File: src/rtl/pipe_pkg.sv
// pipe_pkg: definitions shared by the pipeline hazard controller.
//   state_e     hazard-controller FSM states
//   REG_AW_DEF  default register-address width (matches the rd field)
//   NOP_INSTR   instruction word IF/ID holds after a flush
package pipe_pkg;

  typedef enum logic [1:0] {
    RUN       = 2'd0,
    STALL_LU  = 2'd1,
    JMEM_WAIT = 2'd2
  } state_e;

  localparam int REG_AW_DEF = 6;

  localparam logic [31:0] NOP_INSTR = 32'h0000_0000;

endpackage

File: src/rtl/sat_counter.sv
// sat_counter: counter that steps up by one and saturates at all-ones.
//   clk    core clock, rising edge
//   rst    synchronous reset, active-high; clears the count
//   inc    add one this cycle (ignored once saturated)
//   count  current count
module sat_counter #(
  parameter int CNT_W = 16
) (
  input  logic             clk,
  input  logic             rst,
  input  logic             inc,
  output logic [CNT_W-1:0] count
);

  logic [CNT_W-1:0] count_q, count_d;

  always_comb begin
    count_d = count_q;
    if (inc && (count_q != {CNT_W{1'b1}})) begin
      count_d = count_q + CNT_W'(1);
    end
  end

  always_ff @(posedge clk) begin
    if (rst) begin
      count_q <= '0;
    end else begin
      count_q <= count_d;
    end
  end

  assign count = count_q;

endmodule

File: src/rtl/pipe_hazard_ctrl.sv
// pipe_hazard_ctrl: IF/ID and ID/EX sequencing for the 5-stage core.
// Stalls on load-use hazards, flushes on taken branches/jumps resolved in
// EX, and holds the front end while a jumpMem target comes back from MEM.
//   clk, rst                   core clock; synchronous active-high reset
//   id_*                       source operands of the instruction in ID
//   ex_*                       control of the instruction in ID/EX
//   mem_target_valid           jumpMem target available this cycle
//   pc_write, ifid_write       load enables (combinational)
//   ifid_flush, idex_flush     NOP / bubble injection (combinational)
//   stall_cycles, flush_events saturating performance counters
//
// state     | meaning
// RUN       | normal flow; hazards and redirects detected here
// STALL_LU  | remaining load-use bubble cycles after the first
// JMEM_WAIT | front end held until the jumpMem target arrives
module pipe_hazard_ctrl
  import pipe_pkg::*;
#(
  parameter int REG_AW         = REG_AW_DEF,
  parameter int LOAD_USE_STALL = 1,
  parameter int CNT_W          = 16
) (
  input  logic              clk,
  input  logic              rst,
  input  logic [REG_AW-1:0] id_rs_addr,
  input  logic [REG_AW-1:0] id_rt_addr,
  input  logic              id_uses_rs,
  input  logic              id_uses_rt,
  input  logic [REG_AW-1:0] ex_rd_addr,
  input  logic              ex_mem_read,
  input  logic              ex_reg_wrt,
  input  logic              ex_branch_taken,
  input  logic              ex_jump_mem,
  input  logic              mem_target_valid,
  output logic              pc_write,
  output logic              ifid_write,
  output logic              ifid_flush,
  output logic              idex_flush,
  output logic [CNT_W-1:0]  stall_cycles,
  output logic [CNT_W-1:0]  flush_events
);

  // Stall counter only has to hold LOAD_USE_STALL-1; keep at least one bit.
  localparam int SW = (LOAD_USE_STALL > 1) ? $clog2(LOAD_USE_STALL) : 1;
  localparam logic [SW-1:0] STALL_INIT = SW'(LOAD_USE_STALL - 1);

  state_e        state_q, state_d;
  logic [SW-1:0] stall_cnt_q, stall_cnt_d;
  logic          lu;
  logic          flush_inc;
  logic          stall_inc;

  // Address 0 is compared like any other register.
  assign lu = ex_mem_read & ex_reg_wrt &
              ((id_uses_rs & (id_rs_addr == ex_rd_addr)) |
               (id_uses_rt & (id_rt_addr == ex_rd_addr)));

  always_comb begin
    state_d     = state_q;
    stall_cnt_d = stall_cnt_q;
    pc_write    = 1'b1;
    ifid_write  = 1'b1;
    ifid_flush  = 1'b0;
    idex_flush  = 1'b0;
    flush_inc   = 1'b0;
    if (rst) begin
      pc_write    = 1'b0;
      ifid_write  = 1'b0;
      ifid_flush  = 1'b1;
      idex_flush  = 1'b1;
      state_d     = RUN;
      stall_cnt_d = '0;
    end else begin
      unique case (state_q)
        RUN: begin
          if (ex_jump_mem) begin
            pc_write   = 1'b0;
            ifid_flush = 1'b1;
            idex_flush = 1'b1;
            flush_inc  = 1'b1;
            state_d    = JMEM_WAIT;
          end else if (ex_branch_taken) begin
            // Redirect wins over lu: the ID instruction is wrong-path.
            ifid_flush = 1'b1;
            idex_flush = 1'b1;
            flush_inc  = 1'b1;
          end else if (lu) begin
            pc_write   = 1'b0;
            ifid_write = 1'b0;
            idex_flush = 1'b1;
            if (LOAD_USE_STALL > 1) begin
              stall_cnt_d = STALL_INIT;
              state_d     = STALL_LU;
            end
          end
        end
        STALL_LU: begin
          pc_write    = 1'b0;
          ifid_write  = 1'b0;
          idex_flush  = 1'b1;
          stall_cnt_d = stall_cnt_q - SW'(1);
          if (stall_cnt_q == SW'(1)) begin
            state_d = RUN;
          end
        end
        JMEM_WAIT: begin
          ifid_flush = 1'b1;
          idex_flush = 1'b1;
          pc_write   = mem_target_valid;
          if (mem_target_valid) begin
            state_d = RUN;
          end
        end
        default: begin
          state_d = RUN;
        end
      endcase
    end
  end

  always_ff @(posedge clk) begin
    if (rst) begin
      state_q     <= RUN;
      stall_cnt_q <= '0;
    end else begin
      state_q     <= state_d;
      stall_cnt_q <= stall_cnt_d;
    end
  end

  assign stall_inc = ~rst & ~pc_write;

  sat_counter #(.CNT_W(CNT_W)) u_stall_cnt (
    .clk   (clk),
    .rst   (rst),
    .inc   (stall_inc),
    .count (stall_cycles)
  );

  sat_counter #(.CNT_W(CNT_W)) u_flush_cnt (
    .clk   (clk),
    .rst   (rst),
    .inc   (flush_inc),
    .count (flush_events)
  );

endmodule

File: config.mk
export PLATFORM = sky130hd
export DESIGN_NAME = pipe_hazard_ctrl
export DESIGN_NICKNAME = d
export VERILOG_FILES = /design/src/rtl/pipe_pkg.sv /design/src/rtl/sat_counter.sv /design/src/rtl/pipe_hazard_ctrl.sv
export SDC_FILE = /design/constraint.sdc
export NUM_CORES = 1
export LEC_CHECK = 0
export ABC_AREA = 0
export CORE_MARGIN = 8
export CORE_UTILIZATION = 50
export DETAILED_ROUTE_END_ITERATION = 10
export DONT_BUFFER_PORTS = 1
export SLEW_MARGIN = 10
export SYNTH_ARGS = -nofsm -noshare
export SYNTH_HDL_FRONTEND = slang
export SYNTH_HIERARCHICAL = 1
export SYNTH_SLANG_ARGS = --single-unit
File: constraint.sdc
create_clock -name clk -period 2.2 [get_ports clk]
set_input_delay 0.11 -clock clk [delete_from_list [all_inputs] [get_ports clk]]
set_output_delay 0.11 -clock clk [all_outputs]
set_load 0.1 [all_outputs]
==> results of run 1 <==
-- cells in the final DEF, fill, tap and decap left out, drive strengths merged, types with 3 or more instances in the layout --
| cell type | Yosys | final |
|---|---|---|
| xnor2 | 16 | 16 |
| o31ai | 12 | 12 |
| buf | 4 | 42 |
| and4 | 6 | 6 |
| dfxtp | 33 | 33 |
| nor2 | 16 | 16 |
| or3 | 6 | 6 |
| mux2i | 3 | 3 |
| nor3 | 9 | 9 |
| dlygate4sd3 | 0 | 10 |
| nand3 | 14 | 14 |
| inv | 7 | 7 |
| nand2 | 16 | 16 |
| o21ai | 8 | 8 |
| nand4 | 10 | 10 |
| clkbuf | 4 | 5 |
| nor4 | 7 | 7 |
| or4 | 14 | 14 |
| a21oi | 22 | 22 |
| nor2b | 4 | 4 |
-- power breakdown --
part	switching, mW	internal [mW]
sequential	0.00529	0.604
clock	0.211	0.208
combinational	0.103	0.0513
-- kinds of logic after synthesis --
logic type,after synthesis,share of synthesized area
XOR/XNOR,16,0.07198
adder cells (fa/ha/maj),2,0.01285
AND/OR/NAND/NOR,109,0.3496
flip-flops,33,0.3393
AO/OA/AOI/OAI,52,0.1690
multiplexers,5,0.02699
buffers and inverters,15,0.03021
-- path summary, 6_finish.rpt --
check / to / slack, ns
setup reg to reg: u_flush_cnt/count[3] / 0.09
hold / removal: u_stall_cnt/count[11] / 0.06
setup / recovery: u_flush_cnt/count[3] / 0.09
hold reg to reg: u_stall_cnt/count[7] / 0.50
-- metrics by stage --
stage | utilization | area [um2] | worst slack [ns] | total power, mW
floorplan | - | 1993 | 0.01966 | 0.7419
global placement | 0.6256 | 2325 | 0.2663 | 0.7549
detailed placement | 0.6256 | 2325 | 0.1383 | 0.7585
CTS | 0.6724 | 2499 | 0.04779 | 1.194
global route | 0.6862 | 2550 | 0.003398 | 1.235
finish | 0.6862 | 2550 | 0.09305 | 1.182
-- critical path, stage by stage (launching register included) --
cell                            delay [ns]
sky130_fd_sc_hd__dfxtp_2              0.32
sky130_fd_sc_hd__ha_1                 0.25
sky130_fd_sc_hd__nand3_2              0.11
sky130_fd_sc_hd__nor4_4               0.04
sky130_fd_sc_hd__buf_4                0.17
sky130_fd_sc_hd__or4_1                0.46
sky130_fd_sc_hd__a21oi_1              0.14
sky130_fd_sc_hd__dlygate4sd3_1        0.55
-- flip-flops by register name, indices dropped and copies added (netlist names) --
signal,count
u_stall_cnt/count,16
state_q,1
u_flush_cnt/count,16
-- timing repair --
action / CTS / global route
hold endpoints to repair: 31 / 0
hold buffers: 10 / 0
setup buffers: 0 / 2
gates resized for setup: 0 / 7
endpoints found under the setup margin: 0 / 6
-- area by class of cell --
type | instances | area, um2 | area share
Timing Repair Buffer | 52 | 415.4 | 0.1629
Sequential cell | 33 | 700.7 | 0.2748
Inverter | 7 | 26.28 | 0.01030
Clock buffer | 5 | 68.82 | 0.02699
Tap cell | 48 | 60.06 | 0.02355
Clock inverter | 1 | 5.005 | 0.001963
Multi-Input combinational cell | 184 | 1274 | 0.4995
-- per-layer routing --
layer / vias up / track usage / wire (um)
met3: 10 / 0.04897 / 312
li1: 984 / - / -
met2: 46 / 0.3107 / 2706
met1: 942 / 0.1826 / 2067
met5: - / 0 / 0
met4: 0 / 0.07778 / 93
==> results.md, run 1 <==
Critical path:
- At the worst endpoint, the arrival time is 2.33 ns.
- The depth of the most critical reg-to-reg path is 7.
- In this run the worst setup path begins at u_flush_cnt/count[0].
- The reg-to-reg startpoint is u_flush_cnt/count[0].
- The maximum fanout along the worst path is 10.
- The endpoint type of the worst setup path is a register.
- The data required time of the worst path is 2.43 ns.
- The worst setup path category is register to register.
- The kind of start point of the critical path is a register.

GRT:
- The first global-routing pass estimated approximately 8900 um of wire.
- The total congestion overflow after global routing is 0.
- The aggregate global-route resource usage is 0.1728.
- The number of antenna violations at the first check in global routing is 0.
- Entering global routing, the biggest net connects 23 pins.
- The number of global-route vias before repair is 1,989.

Place:
- Port buffering added 0 buffers.
- Routability-driven placement finished with a final weighted congestion of ~0.83.
- The placed wire-length estimate after detailed placement is 3757 um.
- The number of cells after detailed placement is ~310.

Logic synthesis:
- In this run, synthesis inferred 0 flip-flops with an integrated enable.
- The cell type with the highest aggregate area in the netlist is sky130_fd_sc_hd__dfxtp_1.
- The post-synthesis cell type count is 35.
- The post-synth net total is 261.
- Synthesis handed over a netlist of approximately 230 instances.
- The most repeated cell in the gate-level netlist after synthesis is sky130_fd_sc_hd__dfxtp_1.
- The post-synthesis register bit count is 33.
- The share of synthesized flip-flops with an asynchronous set or reset is 0.
- Counting instances in the post-synthesis netlist gives the leading cell types as sky130_fd_sc_hd__dfxtp_1, sky130_fd_sc_hd__a21oi_1, sky130_fd_sc_hd__nor2_1, sky130_fd_sc_hd__xnor2_1.
- In this run the cell area of the synthesized design comes to about 1900 um2.
- Dividing the synthesized area by the synthesized cell count gives ~8.4 um2.
- The area fraction of the dominant cell type after synthesis is 0.3393.
- Of the synthesized area, sequential elements account for 0.3393.
- Ranked by total cell area, the synthesized netlist is headed by sky130_fd_sc_hd__dfxtp_1, sky130_fd_sc_hd__xnor2_1, sky130_fd_sc_hd__a21oi_1.
- In the synthesized netlist the dominant register cell turns out to be sky130_fd_sc_hd__dfxtp_1.
- Yosys printed 6 warnings.

Route:
- Dividing the detail-routed wire length by the instance count gives 15.70 um.
- The remaining routing DRC violations is 0.
- The iteration count of the initial detailed-routing pass is 4.
- The mean number of vias per cell is between 6 and 7.
- The number of DRC violations after detailed-routing iteration 0 is about 160.
- Summing over every cut layer, the via total after detailed routing is approximately 2k.
- The aggregate routed wire length is ~5200 um.
- Once detail routing completed, the nets flagged for antenna violations numbered 0.

Layout:
- The share of cells above drive strength 1 is 0.3440.
- The final-layout fill cell count is ~320.
- The synthesis-to-finish area growth is 30.98%.
- The number of nets at the end of the flow is about 310.
- 0 antenna diodes ended up in the layout.
- Leaving out filler cells and counting taps, the final layout contains 330.

Floorplanning:
- The cell row count is 22.
- The chip width is around 78 um.
- The die is 78.40 um tall.
- The initial utilization of the core area, before any placement, comes to 0.5239.
- The die covers slightly above 6000 um2.
- The area of the core is ~3700 um2.
- The number of primary I/O pins is 63.

Min path:
- In this run the worst hold path is classified as primary input to register.
- In this run the most critical hold path is launched from rst.
- Counting instances, the worst hold path has a depth of 2.

STA:
- The number of max-slew violations in the final report came to 0.
- Headroom to the max-slew limit came out at 0.4341.
- Setup repair after global routing left no endpoint under its margin.
- The highest achievable clock rate is 0.4746 GHz.
- The worst-case hold slack is between 0.06 and 0.07 ns.
- On the final layout, the worst clock skew is 0.008508 ns.
- The total negative setup slack is 0 ns.
- The number of setup violations in the final report is 0.
- The post-route fraction of the period consumed by the critical path is 0.9577.
- The measured slew at the worst slew-check pin is between 0.8 and 0.9 ns.
- The minimum clock period is 2.107 ns.
- The number of endpoints with negative hold slack in the final report was 0.

CTS:
- The clock edge transition at the registers on the reported setup and hold paths is ~0.07 ns.
- The total clock buffers created by CTS is 5.
- The number of levels the H-tree was split into is 2.
- The later pin in the worst-skew pair is clocked with a latency of between 0.2 and 0.3 ns.
- TritonCTS built the clock tree.
- The library cell used as clock root buffer is sky130_fd_sc_hd__clkbuf_8.
- The clock tree buffer depth is 2.
- The total number of clock tree sinks is 33.

Power and ir drop:
- VDD sags by at most 0.0003340 V.
- The cell area power density is 463.7 nW/um2.
- For this design the static power due to leakage is about 0.92 nW.

Flow run:
- The tool flagged a number of max-cap violations equal to 0.

Status:
- The flow ran to the end, and the final reports show no timing, DRC or antenna violations.
(Power assumes the default switching activity.)
==> inputs of run 2 (changes only) <==
--- a/config.mk
+++ b/config.mk
@@ -10,6 +10,7 @@
 export CORE_UTILIZATION = 50
 export DETAILED_ROUTE_END_ITERATION = 10
 export DONT_BUFFER_PORTS = 1
+export SETUP_SLACK_MARGIN = 0.1
 export SLEW_MARGIN = 10
 export SYNTH_ARGS = -nofsm -noshare
 export SYNTH_HDL_FRONTEND = slang
==> run 2 against run 1 <==
Worst hold slack improved by 0.011 ns. Wire length increased by 7.7%. Sequential cell count unchanged. Clock power increased by 44%. Power increased by 16%. Clock skew about the same. Sequential share of layout area decreased by 0.68 points. Setup slack improved by 0.082 ns. Global-route usage about the same. Count of clock-buffer cells in the layout increased by 2. Final cell count increased by 1.2%.
==> results.md, run 2 (synthesized netlist as in run 1, its figures left out) <==
Status:
- Run status: completed (unchanged).

Floorplanning:
- The chip width came to 78.40 um (unchanged).
- The floorplan die area came to 6147 um2 (unchanged).
- The initial standard-cell utilization of the core was 0.5239 (unchanged).
- The cell row count came to 22 (unchanged).
- The die boundary height was 78.40 um (unchanged).
- The area of the core is 3716 um2 (unchanged).
- The number of primary I/O pins was 63 (unchanged).

STA:
- The post-route fraction of the period consumed by the critical path is 0.9205 (was 0.9577).
- The setup skew after layout is 0.008883 ns (was 0.008508 ns).
- The max-slew headroom at the worst pin is 0.3994 (was 0.4341).
- The number of max-slew violations in the final report was 0 (unchanged).
- The minimum clock period is 2.025 ns (was 2.107 ns).
- The number of setup violations in the final report is 0 (unchanged).
- The post-route worst setup slack came to 0.1750 ns (was 0.09305 ns).
- The worst-case hold slack came to 0.07234 ns (was 0.06136 ns).
- Setup repair after global routing missed its margin: no (unchanged).
- The measured slew at the worst slew-check pin is 0.8980 ns (was 0.8461 ns).
- The number of endpoints with negative hold slack in the final report is 0 (unchanged).
- The total negative setup slack is 0 ns (unchanged).
- The highest achievable clock rate was 0.4938 GHz (was 0.4746 GHz).

Critical path:
- The capture point of the critical path is u_flush_cnt/count[14] (was u_flush_cnt/count[3]).
- The maximum fanout along the worst path is 6 (was 10).
- The worst setup slack for register-to-register paths was 0.17 ns (was 0.09 ns).
- The maximum cell stage delay along the critical path is 0.55 ns (about the same).
- Cells along the critical path: nor3_2, buf_4, and4_4, nand2_1, o21a_1, nor3_1, dlygate4sd3_1 (was ha_1, nand3_2, nor4_4, buf_4, or4_1, a21oi_1, dlygate4sd3_1).
- The depth of the most critical reg-to-reg path is 7 (unchanged).
- The data required time of the worst path came to 2.43 ns (about the same).
- The launching element of the worst setup path is state_q[1] (was u_flush_cnt/count[0]).
- The reg-to-reg startpoint is state_q[1] (was u_flush_cnt/count[0]).
- The endpoint type of the worst setup path is a register (unchanged).
- The endpoint of the worst register-to-register path is u_flush_cnt/count[14] (was u_flush_cnt/count[3]).
- The count of buffering cells on the critical path with inverters included is 2 (unchanged).
- The path length in cells of the critical path came to 7 (unchanged).
- The worst setup path category is register to register (unchanged).
- The gate family responsible for the most delay along the worst path is buffers and inverters (unchanged).
- The kind of start point of the critical path is a register (unchanged).
- The critical path's slowest cell is sky130_fd_sc_hd__dlygate4sd3_1 (unchanged).
- The data arrival time of the worst path is 2.25 ns (was 2.33 ns).

GRT:
- The number of global-route vias before repair was 1,993 (was 1,989).
- The number of antenna violations at the first check in global routing is 0 (unchanged).
- The first-pass GRT wire length is 8887 um (was 8907 um).
- The total congestion overflow after global routing is 0 (unchanged).
- The aggregate global-route resource usage is 0.1733 (was 0.1728).
- The pin count of the biggest net entering global routing is 23 (unchanged).

Route:
- The mean number of vias per cell is 6.108 (was 6.006).
- The detail-routed net length per standard cell is 16.70 um (was 15.70 um).
- The iteration count of the initial detailed-routing pass is 4 (unchanged).
- The remaining routing DRC violations is 0 (unchanged).
- The number of vias in the routed layout is 2,040 (was 1,982).
- The number of DRC violations after detailed-routing iteration 0 is 149 (was 161).
- The aggregate routed wire length is 5577 um (was 5180 um).
- The number of routed nets with antenna violations came to 0 (unchanged).

Power and ir drop:
- The leakage power summed over all cells is 0.9712 nW (was 0.9241 nW).
- The highest ir drop seen on vdd was 0.0003425 V (was 0.0003340 V).
- The cell area power density is 518.0 nW/um2 (was 463.7 nW/um2).

Place:
- The weighted congestion at the end of routability-driven global placement was 0.7869 (was 0.8320).
- The post-placement setup slack is 0.1217 ns (was 0.1383 ns).
- The area after detailed placement is 2318 um2 (was 2325 um2).
- The number of cells after detailed placement came to 311 (was 312).
- The number of buffer cells added on primary ports is 0 (unchanged).
- The placed wire-length estimate after detailed placement is 3860 um (was 3757 um).

CTS:
- The total clock buffers created by CTS came to 5 (unchanged).
- The clock edge transition at the registers on the reported setup and hold paths is 0.07 ns (about the same).
- The clock insertion delay at the later pin of the skew report is 0.29 ns (about the same).
- The total number of clock tree sinks came to 33 (unchanged).
- The library cell used as clock root buffer is sky130_fd_sc_hd__clkbuf_8 (unchanged).
- The CTS tree is yes (unchanged).
- The number of levels the H-tree was split into came to 2 (unchanged).
- The clock tree buffer depth was 2 (unchanged).

Layout:
- The final cell area excluding filler cells is 2638 um2 (was 2550 um2).
- The number of nets at the end of the flow is 314 (was 312).
- The antenna diode count is 0 (unchanged).
- The share of cells above drive strength 1 is 0.3636 (was 0.3440).
- The area occupied by multi-input gates is 1289 um2 (was 1274 um2).
- The final-layout fill cell count was 317 (was 323).
- Leading cell types in the layout, fill and taps excluded: sky130_fd_sc_hd__buf_4, sky130_fd_sc_hd__dfxtp_2, sky130_fd_sc_hd__a21oi_1, sky130_fd_sc_hd__xnor2_1, sky130_fd_sc_hd__nor2_1 (unchanged).
- The most common cell after layout, fill and taps aside is sky130_fd_sc_hd__buf_4 (unchanged).
- The synthesis-to-finish area growth is 35.48% (was 30.98%).
- The sequential cell area is 706.9 um2 (was 700.7 um2).
- The final non-filler cell total is 334 (was 330).

Min path:
- The startpoint of the worst hold path is rst (unchanged).
- The type of the tightest min-delay check was primary input to register (unchanged).

Flow run:
- The total of max-cap violations is 0 (unchanged).
## run 2: cell count changes in the layout (fill, tap and decap cells not counted), sizes merged
cell	previous run	this run
buf	42	43
bufinv	0	1
clkbuf	5	7
clkinv	1	0
dlymetal6s2s	0	1
## run 2: worst min-delay path by stage
stage,slack (ns),to,cells after the start
CTS,0.07,u_flush_cnt/count[11],2
global route,0.05,u_flush_cnt/count[11],2
floorplan,0.19,state_q[1],1
global placement,0.18,u_stall_cnt/count[13],1
detailed placement,0.18,u_flush_cnt/count[0],1
finish,0.07,u_flush_cnt/count[11],2
## run 2: timing repair
item / 4_1_cts / 5_1_grt
setup endpoints to repair: 0 / 14
hold endpoints to repair: 31 / 1
hold buffers: 10 / 1
setup buffers: 0 / 5
gates resized for setup: 0 / 15
## run 2: where the power goes
| part | switching, mW | internal [mW] |
|---|---|---|
| sequential | 0.00753 | 0.603 |
| combinational | 0.104 | 0.0512 |
| clock | 0.231 | 0.369 |
| total | 0.343 | 1.02 |
## run 2: layout make-up
class / count / share of cell area
timing repair buffer: 54 / 0.1665
multi-input combinational: 184 / 0.4886
clock inverter: 1 / 0.01139
clock buffer: 7 / 0.03273
tap: 48 / 0.02277
sequential: 33 / 0.2680
inverter: 7 / 0.009962
## run 2: layer usage
layer,track usage,vias up,share of wire
li1,-,998,-
met1,0.1765,966,0.41
met2,0.3165,70,0.51
met3,0.06492,6,0.067
met4,0.05926,0,0.0072
met5,0,-,0
## run 2: metrics by stage
| step | power, mW | util |
|---|---|---|
| floorplan | 0.7419 | - |
| global placement | 0.7550 | 0.6239 |
| detailed placement | 0.7594 | 0.6239 |
| finish | 1.366 | 0.7098 |
| CTS | 1.371 | 0.6822 |
| global route | 1.416 | 0.7098 |
==> inputs of run 3 (changes only) <==
--- a/config.mk
+++ b/config.mk
@@ -5,13 +5,12 @@
 export SDC_FILE = /design/constraint.sdc
 export NUM_CORES = 1
 export LEC_CHECK = 0
-export ABC_AREA = 0
+export ABC_AREA = 1
 export CORE_MARGIN = 8
 export CORE_UTILIZATION = 50
 export DETAILED_ROUTE_END_ITERATION = 10
 export DONT_BUFFER_PORTS = 1
 export SETUP_SLACK_MARGIN = 0.1
-export SLEW_MARGIN = 10
 export SYNTH_ARGS = -nofsm -noshare
 export SYNTH_HDL_FRONTEND = slang
 export SYNTH_HIERARCHICAL = 1
==> run 3 against run 2 <==
Die area rose by 11%. Global-route usage fell by 1.0 points. Highest routed layer unchanged. Count of clock-buffer cells in the layout did not move. Fmax rose by 21%. First-iteration DRC count fell by 22%. Clock skew fell by 0.0027 ns. Cell area rose by 0.38%. Non-clock buffer count fell by 17.
==> results.md, run 3 <==
Power and ir drop:
- The cell area power density came to 530.1 nW/um2 (was 518.0 nW/um2).
- The highest ir drop seen on vdd came to 0.0003465 V (was 0.0003425 V).
- The leakage power summed over all cells is 1.233 nW (was 0.9712 nW).
- The sequential share of power is 0.436 (was 0.447).
- The overall power of the completed layout came to 1.403 mW (was 1.366 mW).
- The net switching power of the design came to 0.3747 mW (was 0.3429 mW).
- The switching share of power was 0.2670 (was 0.2510).
- The internal power component was 1.029 mW (was 1.023 mW).
- The part of the power in combinational logic was 0.148 (was 0.114).
- The clock share of power came to 0.416 (was 0.440).

STA:
- The number of endpoints with negative hold slack in the final report came to 0 (unchanged).
- The total negative setup slack was 0 ns (unchanged).
- The post-route worst setup slack is 0.5284 ns (was 0.1750 ns).
- The number of max-slew violations in the final report came to 0 (unchanged).
- The number of setup violations in the final report came to 0 (unchanged).
- The post-route fraction of the period consumed by the critical path came to 0.7598 (was 0.9205).
- Setup repair after global routing missed its margin: no (unchanged).
- The worst-case hold slack is 0.05138 ns (was 0.07234 ns).
- The minimum clock period is 1.672 ns (was 2.025 ns).
- The measured slew at the worst slew-check pin is 0.5460 ns (was 0.8980 ns).
- The highest achievable clock rate is 0.5982 GHz (was 0.4938 GHz).
- The setup skew after layout is 0.006218 ns (was 0.008883 ns).
- The max-slew headroom at the worst pin is 0.6356 (was 0.3994).

Route:
- The number of vias in the routed layout is 2,277 (was 2,040).
- The detail-routed net length per standard cell is 11.42 um (was 16.70 um).
- The iteration count of the initial detailed-routing pass is 4 (unchanged).
- The mean number of vias per cell came to 4.845 (was 6.108).
- The remaining routing DRC violations is 0 (unchanged).
- The number of DRC violations after detailed-routing iteration 0 is 116 (was 149).
- The number of routed nets with antenna violations was 0 (unchanged).
- The aggregate routed wire length is 5368 um (was 5577 um).

CTS:
- The clock insertion delay at the later pin of the skew report is 0.28 ns (was 0.29 ns).
- The number of buffers added for setup after CTS was 0 (unchanged).
- The number of levels the H-tree was split into was 2 (unchanged).
- The CTS tree is yes (unchanged).
- The total number of clock tree sinks is 33 (unchanged).
- The clock tree buffer depth is 2 (unchanged).
- The number of hold buffers added after CTS was 0 (was 10).
- The library cell used as clock root buffer is sky130_fd_sc_hd__clkbuf_8 (unchanged).
- The clock edge transition at the registers on the reported setup and hold paths is 0.07 ns (about the same).
- The total clock buffers created by CTS is 5 (unchanged).
- The post-cts resize count is 0 (unchanged).

Logic synthesis:
- The post-synthesis register bit count was 33 (unchanged).
- Top cells by area in the synthesized netlist: sky130_fd_sc_hd__dfxtp_1, sky130_fd_sc_hd__nand2_1, sky130_fd_sc_hd__nor2_1 (was sky130_fd_sc_hd__dfxtp_1, sky130_fd_sc_hd__xnor2_1, sky130_fd_sc_hd__a21oi_1).
- The number of flops mapped to enable cells by yosys is 0 (unchanged).
- The cell count after synthesis is 377 (was 232).
- The portion of the post-synthesis area used by sequential elements is 0.2990 (was 0.3393).
- The area fraction of the dominant cell type after synthesis is 0.2990 (was 0.3393).
- The share of synthesized flip-flops with an asynchronous set or reset is 0 (unchanged).
- The netlist area before placement is 2210 um2 (was 1947 um2).
- The post-synthesis cell type count is 25 (was 35).
- The count of synthesis-stage warnings from yosys is 6 (unchanged).
- The cell type with the highest aggregate area in the netlist is sky130_fd_sc_hd__dfxtp_1 (unchanged).
- The synthesized area per cell is 5.861 um2 (was 8.392 um2).
- The primary flip-flop cell chosen by synthesis mapping is sky130_fd_sc_hd__dfxtp_1 (unchanged).
- Most frequent cells after synthesis: sky130_fd_sc_hd__nand2_1, sky130_fd_sc_hd__nor2_1, sky130_fd_sc_hd__inv_1, sky130_fd_sc_hd__dfxtp_1, sky130_fd_sc_hd__nand3_1 (was sky130_fd_sc_hd__dfxtp_1, sky130_fd_sc_hd__a21oi_1, sky130_fd_sc_hd__nor2_1, sky130_fd_sc_hd__xnor2_1).
- The most repeated cell in the gate-level netlist after synthesis is sky130_fd_sc_hd__nand2_1 (was sky130_fd_sc_hd__dfxtp_1).
- The post-synth net total was 406 (was 261).

Critical path:
- The kind of start point of the critical path is a register (unchanged).
- The data arrival time of the worst path came to 1.84 ns (was 2.25 ns).
- The data required time of the worst path is 2.37 ns (was 2.43 ns).
- The maximum fanout along the worst path came to 8 (was 6).
- The endpoint type of the worst setup path is a register (unchanged).
- The worst setup path category was register to register (unchanged).

Floorplanning:
- The cell row count is 24 (was 22).
- The number of primary I/O pins is 63 (unchanged).
- The chip width was 82.48 um (was 78.40 um).
- The initial standard-cell utilization of the core is 0.5146 (was 0.5239).
- The die boundary height is 82.48 um (was 78.40 um).
- The floorplan die area was 6802 um2 (was 6147 um2).
- The area of the core is 4294 um2 (was 3716 um2).

Place:
- The post-placement setup slack is 0.3857 ns (was 0.1217 ns).
- The weighted congestion at the end of routability-driven global placement is 0.8538 (was 0.7869).
- The placed wire-length estimate after detailed placement is 4283 um (was 3860 um).
- The number of cells after detailed placement is 462 (was 311).
- The number of buffer cells added on primary ports was 0 (unchanged).

GRT:
- The aggregate global-route resource usage is 0.1632 (was 0.1733).
- The number of global-route vias before repair is 2,174 (was 1,993).
- The total congestion overflow after global routing is 0 (unchanged).
- The pin count of the biggest net entering global routing is 17 (was 23).
- The first-pass GRT wire length is 9011 um (was 8887 um).
- The number of antenna violations at the first check in global routing is 0 (unchanged).

Min path:
- The type of the tightest min-delay check is primary input to register (unchanged).

Layout:
- The synthesis-to-finish area growth was 19.82% (was 35.48%).
- The most common cell after layout, fill and taps aside is sky130_fd_sc_hd__nand2_1 (was sky130_fd_sc_hd__buf_4).
- The final-layout fill cell count is 444 (was 317).
- Leading cell types in the layout, fill and taps excluded: sky130_fd_sc_hd__nand2_1, sky130_fd_sc_hd__nor2_1, sky130_fd_sc_hd__buf_4, sky130_fd_sc_hd__inv_1, sky130_fd_sc_hd__dfxtp_1 (was sky130_fd_sc_hd__buf_4, sky130_fd_sc_hd__dfxtp_2, sky130_fd_sc_hd__a21oi_1, sky130_fd_sc_hd__xnor2_1, sky130_fd_sc_hd__nor2_1).
- The share of cells above drive strength 1 came to 0.1962 (was 0.3636).
- The number of nets at the end of the flow is 446 (was 314).
- The antenna diode count is 0 (unchanged).
- The final non-filler cell total is 470 (was 334).

Flow run:
- The total of max-cap violations came to 0 (unchanged).

Status:
- Run status: completed (unchanged).
## run 3: cell types whose count changed in the layout (fill, tap and decap cells not counted), moves of 7 or more
| cell | previous run | this run |
|---|---|---|
| sky130_fd_sc_hd__nor2_2 | 0 | 20 |
| sky130_fd_sc_hd__dlygate4sd3_1 | 10 | 0 |
| sky130_fd_sc_hd__xnor2_1 | 16 | 1 |
| sky130_fd_sc_hd__o21ai_0 | 8 | 1 |
| sky130_fd_sc_hd__a21oi_1 | 21 | 14 |
| sky130_fd_sc_hd__or4_1 | 14 | 0 |
| sky130_fd_sc_hd__dfxtp_2 | 31 | 0 |
| sky130_fd_sc_hd__nand3_1 | 14 | 27 |
| sky130_fd_sc_hd__dfxtp_1 | 0 | 33 |
| sky130_fd_sc_hd__o31ai_1 | 12 | 0 |
| sky130_fd_sc_hd__inv_1 | 6 | 36 |
| sky130_fd_sc_hd__nor2_1 | 16 | 80 |
| sky130_fd_sc_hd__nand2_1 | 13 | 127 |
## run 3: worst max-delay path, stage by stage (launching register included)
cell and delay, ns:
sky130_fd_sc_hd__dfxtp_1 0.38, sky130_fd_sc_hd__nor2_1 0.12, sky130_fd_sc_hd__a21oi_2 0.34, sky130_fd_sc_hd__nand3_1 0.15, sky130_fd_sc_hd__or2_0 0.22, sky130_fd_sc_hd__nor2_1 0.16, sky130_fd_sc_hd__nand3_1 0.09, sky130_fd_sc_hd__nand2_1 0.08
sky130_fd_sc_hd__nor2_1 0.04
## run 3: final cells by class
type / instances / area (um2) / area share
repair buffers: 37 / 277.8 / 0.1049
multi-input cells: 300 / 1378 / 0.5203
inverters: 40 / 150.1 / 0.05671
flip-flops and latches: 33 / 660.6 / 0.2495
clock buffers: 7 / 86.33 / 0.03261
clock inverters: 1 / 30.03 / 0.01134
well taps: 52 / 65.06 / 0.02457
## run 3: stage by stage
step | instance area, um2 | util
floorplan | 2210 | -
detailed placement | 2531 | 0.5895
CTS | 2648 | 0.6166
finish | 2648 | 0.6166
global placement | 2531 | 0.5895
global route | 2648 | 0.6166
## run 3: layer usage
layer  global-route usage  routed length (um)  vias to the layer above  share of wire
met5                    0                   0                        -              0
met4              0.04211                  21                        0         0.0039
met3              0.04762                 432                        2          0.080
met2               0.2655                2376                       58           0.44
met1               0.2055                2538                      972           0.47
li1                     -                   -                     1245              -
## run 3: cells by family after synthesis
family,Yosys count,synth area share
AOI/OAI and AO/OA,20,0.05040
xor gates and xnor gates,1,0.003964
adders and majority gates,2,0.01132
buffers and inverters,44,0.07927
DFF,33,0.2990
and+or+nand+nor,277,0.5561
## run 3: worst paths after layout
check | from | end | slack (ns) | cells after the start
setup / recovery | state_q[1] | u_stall_cnt/count[13] | 0.53 | 8
hold / removal | ex_jump_mem | state_q[1] | 0.05 | 2
setup reg to reg | state_q[1] | u_stall_cnt/count[13] | 0.53 | 8
hold reg to reg | u_flush_cnt/count[0] | u_flush_cnt/count[0] | 0.55 | 2
## run 3: power groups by stage
stage	registers, mW	clock network (mW)	logic (mW)
final	0.612	0.584	0.207
after global routing	0.613	0.618	0.226
after CTS	0.612	0.601	0.209
after detailed placement	0.626	0	0.208
after global placement	0.626	0	0.207
after floorplan	0.678	0	0.122
